$ cat config.mk
export PLATFORM = sky130hd
export DESIGN_NAME = vending_top
export DESIGN_NICKNAME = d
export VERILOG_FILES = /design/src/rtl/vend_pkg.sv /design/src/rtl/seg7_decoder.sv /design/src/rtl/vending_top.sv
export SDC_FILE = /design/constraint.sdc
export NUM_CORES = 1
export LEC_CHECK = 0
export ABC_AREA = 1
export CAP_MARGIN = 10
export CORE_ASPECT_RATIO = 1.2
export CORE_UTILIZATION = 55
export CTS_CLUSTER_SIZE = 10
export DETAILED_ROUTE_END_ITERATION = 12
export GPL_TIMING_DRIVEN = 0
export PLACE_DENSITY = 0.81
export SETUP_SLACK_MARGIN = 0.3
export SKIP_CTS_REPAIR_TIMING = 1
export SYNTH_ARGS = -nofsm -noshare
export SYNTH_HDL_FRONTEND = slang
export SYNTH_SLANG_ARGS = --single-unit
$ cat constraint.sdc
create_clock -name ck -period 8.2 [get_ports ck]
set_input_delay 0.82 -clock ck [delete_from_list [all_inputs] [get_ports ck]]
set_output_delay 0.82 -clock ck [all_outputs]
set_load 0.005 [all_outputs]
$ cat src/rtl/vend_pkg.sv
// rtl/vend_pkg.sv - shared constants for the vending controller
package vend_pkg;

  localparam logic [6:0] SEG_0     = 7'b1000000;
  localparam logic [6:0] SEG_1     = 7'b1111001;
  localparam logic [6:0] SEG_2     = 7'b0100100;
  localparam logic [6:0] SEG_3     = 7'b0110000;
  localparam logic [6:0] SEG_4     = 7'b0011001;
  localparam logic [6:0] SEG_5     = 7'b0010010;
  localparam logic [6:0] SEG_6     = 7'b0000010;
  localparam logic [6:0] SEG_7     = 7'b1111000;
  localparam logic [6:0] SEG_8     = 7'b0000000;
  localparam logic [6:0] SEG_9     = 7'b0010000;
  localparam logic [6:0] SEG_BLANK = 7'b1111111;

  localparam logic [1:0] CTRL_ONES = 2'b01;
  localparam logic [1:0] CTRL_TENS = 2'b10;

  localparam logic [6:0] COIN5  = 7'd5;
  localparam logic [6:0] COIN10 = 7'd10;

endpackage

$ cat src/rtl/seg7_decoder.sv
// rtl/seg7_decoder.sv - BCD to active-low seven-segment decoder with blank
module seg7_decoder
  import vend_pkg::*;
(
  input  logic [3:0] bcd,
  input  logic       blank,
  output logic [6:0] seg
);

  always_comb begin
    seg = SEG_BLANK;
    if (!blank) begin
      case (bcd)
        4'd0:    seg = SEG_0;
        4'd1:    seg = SEG_1;
        4'd2:    seg = SEG_2;
        4'd3:    seg = SEG_3;
        4'd4:    seg = SEG_4;
        4'd5:    seg = SEG_5;
        4'd6:    seg = SEG_6;
        4'd7:    seg = SEG_7;
        4'd8:    seg = SEG_8;
        4'd9:    seg = SEG_9;
        default: seg = SEG_BLANK;
      endcase
    end
  end

endmodule

$ cat src/rtl/vending_top.sv
// rtl/vending_top.sv - coin credit, vend/change pulses and muxed display; VEND_BLANK_LEADING_ZERO_EN blanks a zero tens digit
module vending_top
  import vend_pkg::*;
#(
  parameter int PRICE      = 20,
  parameter int MAX_CREDIT = 95,
  parameter int SCAN_DIV   = 1
) (
  input  logic       ck,
  input  logic       reset,
  input  logic       co5,
  input  logic       co10,
  input  logic       pay,
  output logic [6:0] seg,
  output logic [1:0] ctrl,
  output logic       payok,
  output logic       change
);

  localparam logic [6:0] PRICE_C   = 7'(PRICE);
  localparam logic [7:0] MAX_C     = 8'(MAX_CREDIT);
  localparam int         CW        = (SCAN_DIV > 1) ? $clog2(SCAN_DIV) : 1;
  localparam logic [CW-1:0] SCAN_LAST = CW'(SCAN_DIV - 1);

  logic          co5_q, co10_q, pay_q;
  logic [6:0]    credit;
  logic          co5_evt, co10_evt, pay_evt;
  logic          vend, give_change;
  logic [6:0]    base, add, credit_nxt;
  logic [7:0]    sum;

  logic [CW-1:0] scan_cnt;
  logic          phase, phase_nxt;
  logic [3:0]    digit;
  logic          blank;
  logic [6:0]    seg_nxt;

  always_comb begin
    co5_evt     = co5  & ~co5_q  & ~reset;
    co10_evt    = co10 & ~co10_q & ~reset;
    pay_evt     = pay  & ~pay_q  & ~reset;
    vend        = pay_evt && (credit >= PRICE_C);
    give_change = vend && (credit > PRICE_C);
    base        = vend ? 7'd0 : credit;
    add         = 7'd0;
    if (co5_evt)  add = add + COIN5;
    if (co10_evt) add = add + COIN10;
    sum         = {1'b0, base} + {1'b0, add};
    // coins that would overshoot the ceiling are rejected as a whole
    credit_nxt  = (sum <= MAX_C) ? sum[6:0] : base;
  end

  // prev flops track the inputs even in reset so a level held across release is not an edge
  always_ff @(posedge ck) begin
    co5_q  <= co5;
    co10_q <= co10;
    pay_q  <= pay;
    if (reset) begin
      credit <= 7'd0;
      payok  <= 1'b0;
      change <= 1'b0;
    end else begin
      credit <= credit_nxt;
      payok  <= vend;
      change <= give_change;
    end
  end

  always_comb begin
    phase_nxt = (scan_cnt == SCAN_LAST) ? ~phase : phase;
    digit     = phase_nxt ? 4'(credit / 7'd10) : 4'(credit % 7'd10);
`ifdef VEND_BLANK_LEADING_ZERO_EN
    blank     = phase_nxt && (credit < 7'd10);
`else
    blank     = 1'b0;
`endif
  end

  seg7_decoder u_dec (
    .bcd   (digit),
    .blank (blank),
    .seg   (seg_nxt)
  );

  always_ff @(posedge ck) begin
    if (reset) begin
      scan_cnt <= '0;
      phase    <= 1'b0;
      ctrl     <= CTRL_ONES;
      seg      <= SEG_0;
    end else begin
      scan_cnt <= (scan_cnt == SCAN_LAST) ? '0 : scan_cnt + 1'b1;
      phase    <= phase_nxt;
      ctrl     <= phase_nxt ? CTRL_TENS : CTRL_ONES;
      seg      <= seg_nxt;
    end
  end

endmodule

# ---- After elaboration in Yosys (flattened, before gate mapping)
# Memory sizes are Yosys's and may differ from the RTL's. A register that Yosys moved wholly into a read port is not among the register bits.
# Cells that the tools add are included.
dict set report classes {
  addsub 3
  n_div 2
  order_cmp 3
  n_mux 7
  n_bitwise 12
  reduce_logical 3
}
# cell count
set ops {}
lappend ops {{$mux 7} 3}
lappend ops {{$add 7x7->8} 1}
lappend ops {{$le 8x7->1 const B} 1}
lappend ops {{$add 7x4->7 const B} 1}
lappend ops {{$div 7x4->7 const B} 1}
lappend ops {{$ge 7x5->1 const B} 1}
lappend ops {{$gt 7x5->1 const B} 1}
lappend ops {{$mod 7x4->7 const B} 1}
lappend ops {{$and 1x1->1} 6}
lappend ops {{$not 1->1} 6}
lappend ops {{$mux 4} 1}
lappend ops {{$mux 3} 1}
lappend ops {{$logic_and 1x1->1} 2}
lappend ops {{$mux 2} 1}
lappend ops {{$reduce_or 2->1} 1}
lappend ops {{$add 1x1->1 const B} 1}
lappend ops {{$mux 1} 1}
dict set report word_totals {
  regBits 16
  mem_bits_ro 112
  in_bits 5
  out_inout_bits 11
  wordCells 40
  n_memories 1
}
# memory depth width read_ports rd_clocked_by_memory_dff write_ports line
set memory_table {}
lappend memory_table {{(name not given)} 16 7 1 1 0 seg7_decoder.sv:13} ;# case (bcd)

# ---- Longest topological paths before layout
dict set report depth {
  word_depth 9
  mapped_depth 26
  depth_no_buf 26
}

# ---- By module
# A second synthesis with hierarchy kept.
dict set report unflattened {
  cells_unflattened 220
  hier_area_um2 1517.7
}
# module instances cells_per_inst area_per_inst_um2 seq_area_each_um2
set by_module_without_submodules {}
lappend by_module_without_submodules {vending_top 1 183 1313.8 440.4}
lappend by_module_without_submodules {seg7_decoder 1 37 203.9 0.0}

# ---- Worst setup path after synthesis
# No wires, ideal clock.
dict set report synth_path {
  kind {input port to flip-flop}
  startpoint {in reset}
  endpoint {reg credit[4]}
  setup_ps 64
  t_arrival_ps 3035
  t_required_ps 8136
  setup_slack_ps 5101
  stages 16
  path_buffers 1
  cell_sequence {clkbuf_1 -> nor3b_1 -> ha_1 -> a21oi_1 -> inv_1 -> a31oi_1 -> or2_1 -> nor2_1 -> xor2_1 -> nor2_1 -> inv_2 -> nand2_2 -> inv_2 -> o21ai_0 -> nand2_1 -> nor2_1}
}
dict set report synth_between {
  elab_chain_cells 8
  elab_cells_between_ends 12
  cone_classes {add/sub: 2; order compare: 1; mux: 4; bitwise: 4; reduce/logical: 1}
}
# item line
set synth_lines {}
lappend synth_lines {{start, declared} vending_top.sv:10} ;# input logic reset,
lappend synth_lines {{$not 1->1} {vending_top.sv:39, vending_top.sv:40, vending_top.sv:41}}
lappend synth_lines {{$and 1x1->1} vending_top.sv:39} ;# co5_evt = co5 & ~co5_q & ~reset;
lappend synth_lines {{$mux 3} vending_top.sv:46} ;# if (co5_evt) add = add + COIN5;
lappend synth_lines {{$add 7x4->7} vending_top.sv:47} ;# if (co10_evt) add = add + COIN10;
lappend synth_lines {{$mux 7} vending_top.sv:47}
lappend synth_lines {{$add 7x7->8} vending_top.sv:48} ;# sum = {1'b0, base} + {1'b0, add};
lappend synth_lines {{$le 8x7->1} vending_top.sv:50} ;# credit_nxt = (sum <= MAX_C) ? sum[6:0] : base;
lappend synth_lines {{$mux 7} vending_top.sv:50}
lappend synth_lines {{end signal, assigned} vending_top.sv:63} ;# credit <= credit_nxt;
lappend synth_lines {{end, declared} vending_top.sv:26} ;# logic [6:0] credit;
# Several ways; a longest one is shown, not always the timed one.
# A chain may end at the register's enable or synchronous reset.

# ---- Worst setup path in the final report
# Ends and elaborated chain as after synthesis.

==> results.py <==
metrics = {
    "timing": {
        "fmax_ghz": 0.282,
        "slew_headroom_pct": 61.7,
        "skew_ns": 0.00457,
        "setup_viol": 0,
        "min_period_ns": 3.55,
        "rsz0062_at_grt": "no",
        "hold_viol_final": 0,
        "fin_ws_ns": 4.65,
        "setup-tns-final_ns": 0,
        "whs_ns": 0.563,
        "tightest_slew_ns": 0.574,
        "fin_crit_sh_pct": 43.3,
        "slew_violations": 0,
    },
    "synth": {
        "yosys.area.top_type": "dfxtp_1",
        "synth_top_area_share_pct": 29.7,
        "avgSynthCellArea_um2": 7.21,
        "synth_nets": 222,
        "synthCells": 206,
        "synthArstFlopShare_pct": 0,
        "seq_area_frac_synth_pct": 29.7,
        "syn_area_mm2": 0.00149,
        "yosys_warnings": 0,
        "yosys-top-cells-count": "nand2_1, dfxtp_1, inv_1, nand3_1, nor2_1",
        "synth.most_common_cell": "nand2_1",
        "ys_ff_latch": 22,
        "synth_edf_count": 0,
        "yosysUniqueCellTypes": 35,
        "netlist_top_cells_area": "dfxtp_1, nand2_1, ha_1",
        "ys.flop_type": "dfxtp_1",
    },
    "hold_path": {
        "whs_endpoint": "credit[0]",
        "hold_start": "credit[0]",
        "hp-class": "reg -> reg",
        "holdPathStages": 2,
    },
    "place": {
        "place_ws_ns": 4.34,
        "place_area_mm2": 0.00168,
        "port_buffers": 15,
        "dp_hpwl_um": 2110,
        "gp_congestion": 0.837,
    },
    "setup_path": {
        "max_stage_delay_ns": 0.53,
        "r2r_slack_ns": 5.15,
        "rr_startpoint": "credit[5]",
        "crit_top_cell": "nor2_1",
        "endpoint_kind": "register",
        "cp_max_fo": 10,
        "rr_worst_depth": 21,
        "setup.worst_path.start_class": "input port",
        "slowest_stage": "nor3b_1",
        "required_ns": 8.47,
        "critPathArrivalTime_ns": 3.82,
        "crit_path_cell_trace": "clkdlybuf4s50_1 > clkbuf_1 > nor3b_1 > ha_1 > a21oi_1 > inv_1 > a31oi_1 > or2_1 > nor2_1 > xor2_1 > nor2_1 > inv_2 > nand2_2 > inv_2 > o21ai_0 > nand2_1 > nor2_1",
        "r2r-end": "seg[3]",
        "criticalPathCategory": "in -> reg",
    },
    "final_layout": {
        "fin_nets": 242,
        "diodes": 0,
        "drive_gt1_share_pct": 18.2,
        "design_area_mm2": 0.00173,
        "area_growth_pct": 16.4,
    },
    "global_routing": {
        "gr-usage-met2_pct": 34.2,
        "grt.total_usage_pct": 20.8,
        "globalRouteMet3Util_pct": 3.36,
        "top_usage_layer": "met2",
        "grtUsageMet1_pct": 26.0,
        "antenna_found_initial": 0,
        "grt_max_degree": 14,
        "grt_first_pass_wirelength_um": 4620,
        "grt_overflow_total": 0,
        "first_global_vias": 1150,
    },
    "clocking": {
        "clk_pin_slew_ns": 0.12,
        "cts_buffer_depth": 2,
        "clock_sinks": 22,
        "clock_latency_ns": 0.32,
        "cts_tree": "built",
        "cts_root_buffer": "clkbuf_4",
        "cts_made_buffers": 3,
        "h-tree-depth": 1,
    },
    "power_and_ir_drop": {
        "comb_power_share_pct": 29.6,
        "ir_drop_mv": 0.122,
        "pwr-share-clk_pct": 28.8,
        "pwr-share-seq_pct": 41.6,
        "cell_internal_pwr_mw": 0.205,
        "switching_share_pct": 29.5,
        "p_per_area_mw_per_mm2": 168,
        "p_switching_mw": 0.0856,
        "leakage_nw": 0.896,
        "total_power_mw": 0.291,
    },
    "floorplan": {
        "rows": 20,
        "die_h_um": 58.9,
        "coreArea_mm2": 0.00255,
        "fp.dieArea_mm2": 0.00291,
        "fp.dieW_um": 49.4,
        "ios": 16,
        "initial_core_util_pct": 58.2,
    },
    "flow_run": {
        "maxCapViolCount": 0,
    },
    "routing": {
        "avgViaCountPerCell": 5.09,
        "drtAntennaViolNets": 0,
        "drt_iter0_markers": 45,
        "firstDrtPassIters": 4,
        "num_vias": 1313,
        "wirelength_um": 2690,
        "post_drt_wl_per_cell_um": 10.4,
        "drc": 0,
    },
    "run_status": {
        "status": "finished clean",
    },
}
cells in the final DEF, fill, tap and decap left out, drive strengths merged, types with 4 or more instances in the layout:
master          n
o21ai           9
nor2           19
dfxtp          22
clkbuf          4
nand3          27
nand2          49
clkdlybuf4s50  15
a21oi          11
inv            34
ha             10
per-stage QoR:
stage               util (%)  instances
finish                  67.7        258
global route            67.7        258
CTS                     67.7        258
detailed placement      65.7        254
global placement        65.7        254
floorplan                  -        206
cells by family after synthesis:
group,after synthesis,share of synthesized area [%]
simple gates,104,36.0
buf+inv,37,9.60
compound gates,26,11.8
flops,22,29.7
fa+ha+maj,11,9.77
xor+xnor,5,2.95
other cells,1,0.252
routing by layer:
metal	wire length (µm)	part of all wire [%]
met1	1350	50
met2	1230	46
met3	45	1.7
met4	70	2.6
met5	0	0
critical path: cells and delay by family:
family | cells | cell delay [ns]
AOI/OAI and AO/OA | 3 | 0.44
adders and majority gates | 1 | 0.38
xor gates and xnor gates | 1 | 0.14
buffers and inverters | 5 | 0.86
and+or+nand+nor | 7 | 1.15
sequential cells by signal, summed over array words and instances, names as in the netlist:
register	count
co5_q	1
co10_q	1
seg	7
change	1
ctrl	2
scan_cnt	1
payok	1
credit	7
pay_q	1
cell type report:
class | count | area (µm²)
inverter | 35 | 131
sequential | 22 | 440
buffer | 2 | 11.3
clock buffer | 3 | 22.5
multi-input combinational | 147 | 902
fill | 226 | 823
tap | 33 | 41.3
timing repair buffer | 15 | 150
clock inverter | 1 | 30.0
power by group through the flow:
| stage | Combinational (mW) | Sequential, mW | Clock [mW] |
|---|---|---|---|
| floorplan | 0.0582 | 0.124 | 0 |
| global placement | 0.0839 | 0.123 | 0 |
| detailed placement | 0.0853 | 0.123 | 0 |
| CTS | 0.0862 | 0.121 | 0.0851 |
| global route | 0.0978 | 0.122 | 0.0899 |
| finish | 0.0859 | 0.121 | 0.0837 |
worst max path at each step:
stage,start,to
2_1_floorplan,reset,credit[4]
3_3_place_gp,reset,credit[4]
3_5_place_dp,reset,credit[4]
4_1_cts,reset,credit[4]
5_1_grt,reset,credit[4]
6_report,reset,credit[4]
Note: power is estimated with default switching activity, not from simulation.
